[src/rtl/uart_operand_receiver_pkg.sv]
// Shared constants and FSM state encoding for the UART operand receiver.
package uart_operand_receiver_pkg;

  localparam int OVERSAMPLE = 16;
  localparam int MID_SAMPLE = 7;
  localparam int DATA_BITS  = 8;

  typedef enum logic [2:0] {
    ST_IDLE      = 3'd0,
    ST_START     = 3'd1,
    ST_DATA      = 3'd2,
    ST_STOP      = 3'd3,
    ST_WAIT_IDLE = 3'd4
  } rx_state_t;

endpackage

[src/rtl/uart_baud_tick.sv]
// Oversample tick generator: one-clock tick every DIV clocks, phase restartable by clear.
module uart_baud_tick #(
  parameter int DIV = 325
) (
  input  logic clk,
  input  logic reset,
  input  logic clear,
  output logic tick
);

  localparam int W = (DIV > 1) ? $clog2(DIV) : 1;

  logic [W-1:0] cnt;

  // Down-counter: tick on terminal count zero, so a clear yields a tick on the very next clock.
  always_ff @(posedge clk) begin
    if (reset || clear) begin
      cnt <= '0;
    end else if (cnt == '0) begin
      cnt <= W'(DIV - 1);
    end else begin
      cnt <= cnt - 1'b1;
    end
  end

  assign tick = (cnt == '0);

endmodule

[src/rtl/uart_operand_receiver.sv]
// 8N1 UART receiver that tags each good byte with an alternating operand slot.
//
// state        | meaning
// ST_IDLE      | line idle, waiting for a low level
// ST_START     | counting to the start-bit midpoint, rejecting glitches
// ST_DATA      | sampling 8 data bits LSB first, one per 16 ticks
// ST_STOP      | sampling the stop bit
// ST_WAIT_IDLE | after a framing error, waiting for the line to go high
module uart_operand_receiver
  import uart_operand_receiver_pkg::*;
#(
  parameter int CLK_HZ = 50_000_000,
  parameter int BAUD   = 9600
) (
  input  logic       clk,
  input  logic       reset,
  input  logic       rx,
  output logic       uart_signal,
  output logic       uart_flag,
  output logic [7:0] uart_rx_data,
  output logic       frame_error
);

  localparam int DIV = CLK_HZ / (BAUD * OVERSAMPLE);

  rx_state_t state, state_next;

  logic                 rx_meta, rx_sync;
  logic                 tick, tick_clear;
  logic [3:0]           tick_cnt;
  logic [2:0]           bit_cnt;
  logic [DATA_BITS-1:0] shift;
  logic                 bit_sample, frame_ok, frame_bad;
  logic                 at_mid, at_full;

  uart_baud_tick #(.DIV(DIV)) u_baud_tick (
    .clk   (clk),
    .reset (reset),
    .clear (tick_clear),
    .tick  (tick)
  );

  assign at_mid  = tick && (tick_cnt == 4'(MID_SAMPLE));
  assign at_full = tick && (tick_cnt == 4'(OVERSAMPLE - 1));

  always_ff @(posedge clk) begin
    if (reset) state <= ST_IDLE;
    else       state <= state_next;
  end

  always_comb begin
    state_next = state;
    tick_clear = 1'b0;
    bit_sample = 1'b0;
    frame_ok   = 1'b0;
    frame_bad  = 1'b0;
    case (state)
      ST_IDLE: begin
        if (!rx_sync) begin
          state_next = ST_START;
          tick_clear = 1'b1;
        end
      end
      ST_START: begin
        if (at_mid) state_next = rx_sync ? ST_IDLE : ST_DATA;
      end
      ST_DATA: begin
        if (at_full) begin
          bit_sample = 1'b1;
          if (bit_cnt == 3'(DATA_BITS - 1)) state_next = ST_STOP;
        end
      end
      ST_STOP: begin
        if (at_full) begin
          if (rx_sync) begin
            frame_ok   = 1'b1;
            state_next = ST_IDLE;
          end else begin
            frame_bad  = 1'b1;
            state_next = ST_WAIT_IDLE;
          end
        end
      end
      ST_WAIT_IDLE: begin
        if (rx_sync) state_next = ST_IDLE;
      end
      default: state_next = ST_IDLE;
    endcase
  end

  always_ff @(posedge clk) begin
    if (reset) begin
      rx_meta      <= 1'b1;
      rx_sync      <= 1'b1;
      tick_cnt     <= '0;
      bit_cnt      <= '0;
      shift        <= '0;
      uart_signal  <= 1'b0;
      frame_error  <= 1'b0;
      uart_flag    <= 1'b0;
      uart_rx_data <= '0;
    end else begin
      rx_meta     <= rx;
      rx_sync     <= rx_meta;
      uart_signal <= frame_ok;
      frame_error <= frame_bad;

      // Every state change restarts the per-bit tick count.
      if (state_next != state) tick_cnt <= '0;
      else if (tick)           tick_cnt <= tick_cnt + 4'd1;

      if (state == ST_IDLE)  bit_cnt <= '0;
      else if (bit_sample)   bit_cnt <= bit_cnt + 3'd1;

      if (bit_sample) shift <= {rx_sync, shift[DATA_BITS-1:1]};

      if (frame_ok)    uart_rx_data <= shift;
      // Slot stays stable through the pulse and advances right after it.
      if (uart_signal) uart_flag <= ~uart_flag;
    end
  end

endmodule

[config.mk]
export PLATFORM = sky130hd
export DESIGN_NAME = uart_operand_receiver
export DESIGN_NICKNAME = d
export VERILOG_FILES = /design/src/rtl/uart_operand_receiver_pkg.sv /design/src/rtl/uart_baud_tick.sv /design/src/rtl/uart_operand_receiver.sv
export SDC_FILE = /design/constraint.sdc
export NUM_CORES = 1
export LEC_CHECK = 0
export ABC_AREA = 1
export CAP_MARGIN = 15
export CELL_PAD_IN_SITES_DETAIL_PLACEMENT = 0
export CELL_PAD_IN_SITES_GLOBAL_PLACEMENT = 1
export CORE_ASPECT_RATIO = 0.8
export CORE_MARGIN = 5
export CORE_UTILIZATION = 45
export CTS_CLUSTER_DIAMETER = 40
export DETAILED_ROUTE_END_ITERATION = 16
export PLACE_DENSITY = 0.93
export SYNTH_ARGS = -nofsm -noshare
export SYNTH_HDL_FRONTEND = slang
export SYNTH_SLANG_ARGS = --single-unit
export TNS_END_PERCENT = 100
[constraint.sdc]
create_clock -name clk -period 2.7 [get_ports clk]
set_input_delay 0.54 -clock clk [delete_from_list [all_inputs] [get_ports clk]]
set_output_delay 0.54 -clock clk [all_outputs]
set_load 0.01 [all_outputs]
### Word-level counts from Yosys, hierarchy flattened

Cells that the tools add are included.

| operators by class | value |
|---|---|
| add/sub/neg operators | 3 |
| $mul | 0 |
| div/mod/pow operators | 0 |
| $lt $le $gt $ge | 0 |
| equality and inequality tests | 8 |
| shifts and indexed selects | 0 |
| muxes and demuxes | 17 |
| bitwise gates (word level) | 3 |
| reduce and logical (&&, ||, !) cells | 9 |

Operators by type and width:

| operator | count |
|---|---|
| $mux W3 | 7 |
| $pmux W3 S5 | 1 |
| $logic_not A9 Y1 | 1 |
| $mux W9 | 1 |
| $sub A9 B1 Y9 const B | 1 |
| $mux W1 | 7 |
| $eq A3 B2 Y1 const B | 2 |
| $eq A3 B3 Y1 const B | 2 |
| $reduce_or A2 Y1 | 3 |
| $add A4 B1 Y4 const B | 1 |
| $eq A4 B3 Y1 const B | 1 |
| $eq A4 B4 Y1 const B | 1 |
| $add A3 B1 Y3 const B | 1 |
| $eq A3 B1 Y1 const B | 1 |
| $logic_not A3 Y1 | 1 |
| $ne A3 B3 Y1 | 1 |
| $not A1 Y1 | 3 |
| $reduce_or A3 Y1 | 1 |
| $logic_and A1 B1 Y1 | 2 |
| $mux W2 | 1 |
| $logic_or A1 B1 Y1 | 1 |

| storage, ports and cells | value |
|---|---|
| flip-flop bits (word level) | 40 |
| bits in latches | 0 |
| memory bits (writable) | 0 |
| ROM bits | 0 |
| input port bits | 3 |
| output and inout port bits | 11 |
| logic and storage cells | 52 |
| memories | 0 |

### Depth between registers and ports, before layout

| logic depth | value |
|---|---|
| depth in word-level cells | 6 |
| depth in mapped cells | 13 |
| gate-level depth less buffers | 13 |

### Modules after synthesis

From an unflattened synthesis, not the netlist that was laid out.

| second synthesis, totals | value |
|---|---|
| cells, all modules | 233 |
| area, all modules | 1,742.9 sq um |

Modules (own cells, without submodules):

| module | instances | cells an instance | area an instance (sq um) | sequential area each (sq um) |
|---|---|---|---|---|
| uart_operand_receiver | 1 | 161 | 1,283.7 | 620.6 |
| uart_baud_tick | 1 | 72 | 459.2 | 180.2 |

### Worst setup path before layout

No wires, ideal clock.

| timing | value |
|---|---|
| path type | flip-flop to flip-flop |
| start | reg u_baud_tick.cnt[0] |
| end | reg uart_rx_data[7] |
| setup time | 0.115 ns |
| data arrival time | 1.407 ns |
| data required time | 2.585 ns |
| path slack | 1.178 ns |
| stages on the path, launching flop included | 11 |
| buffers on the path | 1 |
| period minus slack after synthesis | 1.522 ns |
| cell sequence | dfxtp_1 > inv_1 > ha_1 > nand2_1 > nor2_2 > nand3_4 > nor3_4 > nand2_2 > buf_6 > o21ai_2 > a21oi_2 |

| on the way | value |
|---|---|
| word-level cells in the longest chain between the ends | 4 |

RTL lines:

| item | RTL line | text |
|---|---|---|
| from (decl) | uart_baud_tick.sv:13 | `logic [W-1:0] cnt;` |
| from (signal assigned) | uart_baud_tick.sv:20 | `cnt <= W'(DIV - 1);` |
| from (signal assigned) | uart_baud_tick.sv:22 | `cnt <= cnt - 1'b1;` |
| $logic_not A9 Y1 | uart_baud_tick.sv:26 | `assign tick = (cnt == '0);` |
| $logic_and A1 B1 Y1 | uart_operand_receiver.sv:44 | `assign at_full = tick && (tick_cnt == 4'(OVERSAMPLE - 1));` |
| $mux W1 | uart_operand_receiver.sv:74 | `if (at_full) begin` |
| $mux W1 | uart_operand_receiver.sv:57 | `case (state)` |
| to (signal assigned) | uart_operand_receiver.sv:117 | `if (frame_ok) uart_rx_data <= shift;` |
| to (decl) | uart_operand_receiver.sv:20 | `output logic [7:0] uart_rx_data,` |

Every way passes these cells.
A chain may end at the register's enable or synchronous reset.

### Worst setup path after layout

| timing | value |
|---|---|
| start | reg u_baud_tick.cnt[0] |
| end | reg bit_cnt[0] |

| on the way | value |
|---|---|
| word-level cells in the longest chain between the ends | 4 |

RTL lines:

| item | RTL line | text |
|---|---|---|
| $logic_not A9 Y1 | uart_baud_tick.sv:26 |  |
| $logic_and A1 B1 Y1 | uart_operand_receiver.sv:44 |  |
| $mux W1 | uart_operand_receiver.sv:68 | `if (at_full) begin` |
| $mux W1 | uart_operand_receiver.sv:57 |  |
| to (signal assigned) | uart_operand_receiver.sv:113 | `else if (bit_sample) bit_cnt <= bit_cnt + 3'd1;` |
| to (decl) | uart_operand_receiver.sv:31 | `logic [2:0] bit_cnt;` |

Every way passes these cells.

==> flow_summary.ini <==
[clocking]
h-tree-depth = 2
clock-sinks = 40
cts_hold_buf = 0
clk_pin_slew_ps = 80
cts_buffers = 5
post_cts_buffers = 0
cts_tree = built
worstSkewPairLatency_ps = 290
cts_root_buf = clkbuf_8
cts_buffer_depth = 2
cts.repair.resized = 0

[setup_path]
cp.required_ps = 2930
crit_arrival_ps = 2000
worst-setup-path-type = reg -> reg
critPathMaxFanout = 12
cp-start-kind = flop
crit_path_end_kind = flop

[sta]
maxSlewViolCount = 0
tightest_slew_ps = 426
finalSetupViolCount = 0
rsz0062_at_grt = no
fin_skew_ps = 5.78
fin_crit_sh_pct = 65.7
fin_setup_tns_ps = 0
fin_crit_ps = 1770
fmax_mhz = 564
finalHoldViolCount = 0
max_slew_margin_pct = 71.3
layout_setup_ws_ps = 926
timing.hold.ws_ps = 412

[yosys]
synth_edf_count = 0
async_flop_share_pct = 0
yosys-top-cells-count = nor2_1 (42), dfxtp_1 (40), inv_1 (35)
synth-seq-cells = 40
yosys_warnings = 0
synth.avg_cell_area_sq_um = 7.53
synthesis.area_sq_um = 1770
synth_top_area_cell = dfxtp_1
synth_most_common_cell = nor2_1
synth_top_area_share_pct = 45.2
syn-instance-count = 235
ys_types = 28
synth_nets = 243
synthTopCellsByArea = dfxtp_1 (45%), nor2_1 (8.9%), inv_1 (7.4%)
ys.flop_type = dfxtp_1
seq_area_frac_synth_pct = 45.2

[floorplan]
pin_count = 14
dieHeight_um = 66.1
start_util_pct = 46.5
die_x_um = 80.1
coreArea_sq_um = 3800
dieArea_sq_um = 5300
rows = 20

[detailed_routing]
viasPerCell = 4.51
routed_wl_um = 3070
firstDrtPassIters = 4
ant_nets = 0
vias = 1389
drt_iter0_markers = 145
drc = 0
avgRoutedWirePerCell_um = 9.97

[placed_design]
pre_cts_ws_ps = 700
place_inst = 300
dp_hpwl_um = 2250
numPortBuffers = 13
gp_congestion = 0.770

[layout]
diodes = 0
layout.nets = 260
syn_to_final_growth_pct = 16.9
drive_gt1_share_pct = 11.9
stdcell_count = 308

[power]
vdd_drop_max_uv = 333
power.leakage_nw = 0.878
p_total_mw = 1.72
power-per-cell-area_nw_per_um2 = 830

[global_routing]
grt_pass1_vias = 1269
grt-ovfl-total = 0
antenna_found_initial = 0
grt_max_degree = 19
track_usage_pct = 13.4
grt_pass1_wl_um = 5510

[outcome]
outcome = finished, final reports clean

[worst_hold_path]
hp-class = reg -> reg

[job]
cap_violations = 0
[per-layer routing]
layer  routed length [um]  vias up  GRT usage (%)
met4                    8        0           5.06
met1                 1720      591           19.4
met5                    0        -              0
li1                     -      770              -
met3                  145        3           5.04
met2                 1200       25           17.7
[worst max-delay path, cell delays in order (launching register included)]
cell     delay [ps]
dfxtp_1         310
inv_1           130
ha_1            190
nand2_1          70
nor2_2          170
nand3_4         130
nor2_1          140
inv_1           190
or2_0           250
a21oi_1         120
[cell families after synthesis]
| group | synth area share, % |
|---|---|
| AO/OA/AOI/OAI | 12.2 |
| buffers and inverters | 9.96 |
| AND/OR/NAND/NOR | 26.6 |
| flip-flops | 45.2 |
| XOR/XNOR | 2.47 |
| adder cells (fa/ha/maj) | 3.53 |
[flip-flops by register name, summed over array words and instances, names as in the netlist]
name	cells
uart_flag	1
shift	8
tick_cnt	4
uart_rx_data	8
bit_cnt	3
uart_signal	1
frame_error	1
state	3
u_baud_tick.cnt	9
rx_meta	1
rx_sync	1
[cell type report]
class                      count  area [sq um]
sequential                    40           801
inverter                      39           146
clock buffer                   5          68.8
tap                           55          68.8
fill                         383          1730
multi-input combinational    151           793
clock inverter                 3          46.3
timing repair buffer          15           145
[final timing paths]
check | slack (ps) | endpoint | startpoint | cells past startpoint
hold / removal | 410 | u_baud_tick.cnt[0] | u_baud_tick.cnt[0] | 1
setup / recovery | 930 | bit_cnt[0] | u_baud_tick.cnt[0] | 9
hold reg to reg | 410 | u_baud_tick.cnt[0] | u_baud_tick.cnt[0] | 1
setup reg to reg | 930 | bit_cnt[0] | u_baud_tick.cnt[0] | 9
[power breakdown]
group | switching [mW] | total [mW] | leakage, nW | internal, mW
clock | 0.218 | 0.496 | 0.0548 | 0.278
sequential | 0.0520 | 0.715 | 0.325 | 0.663
combinational | 0.324 | 0.506 | 0.499 | 0.182
[cells in the final DEF (no fill, tap or decap)]
cell type,count
clkdlybuf4s50_1,13
nand4_1,5
a21oi_1,15
inv_1,35
xnor2_1,3
inv_6,1
inv_2,4
nor3_4,1
bufinv_16,1
a31oi_1,3
nand2_2,4
o21ai_2,1
clkbuf_8,5
clkinvlp_4,1
nand3_1,5
o21ai_0,19
nor3b_1,1
xor2_1,2
nand3_4,1
nor3_1,3
nand2_1,31
buf_4,2
nor2_2,1
a31o_2,1
nor2_1,42
or2_0,1
ha_1,5
nor2_4,2
or2_2,4
dfxtp_1,40
a21oi_2,1
[through the flow]
stage | utilization (%) | area [sq um]
6_report | 54.4 | 2070
5_1_grt | 54.4 | 2070
4_1_cts | 54.4 | 2070
3_3_place_gp | 51.4 | 1950
3_5_place_dp | 51.4 | 1950
2_1_floorplan | - | 1770
(Power assumes the default switching activity.)
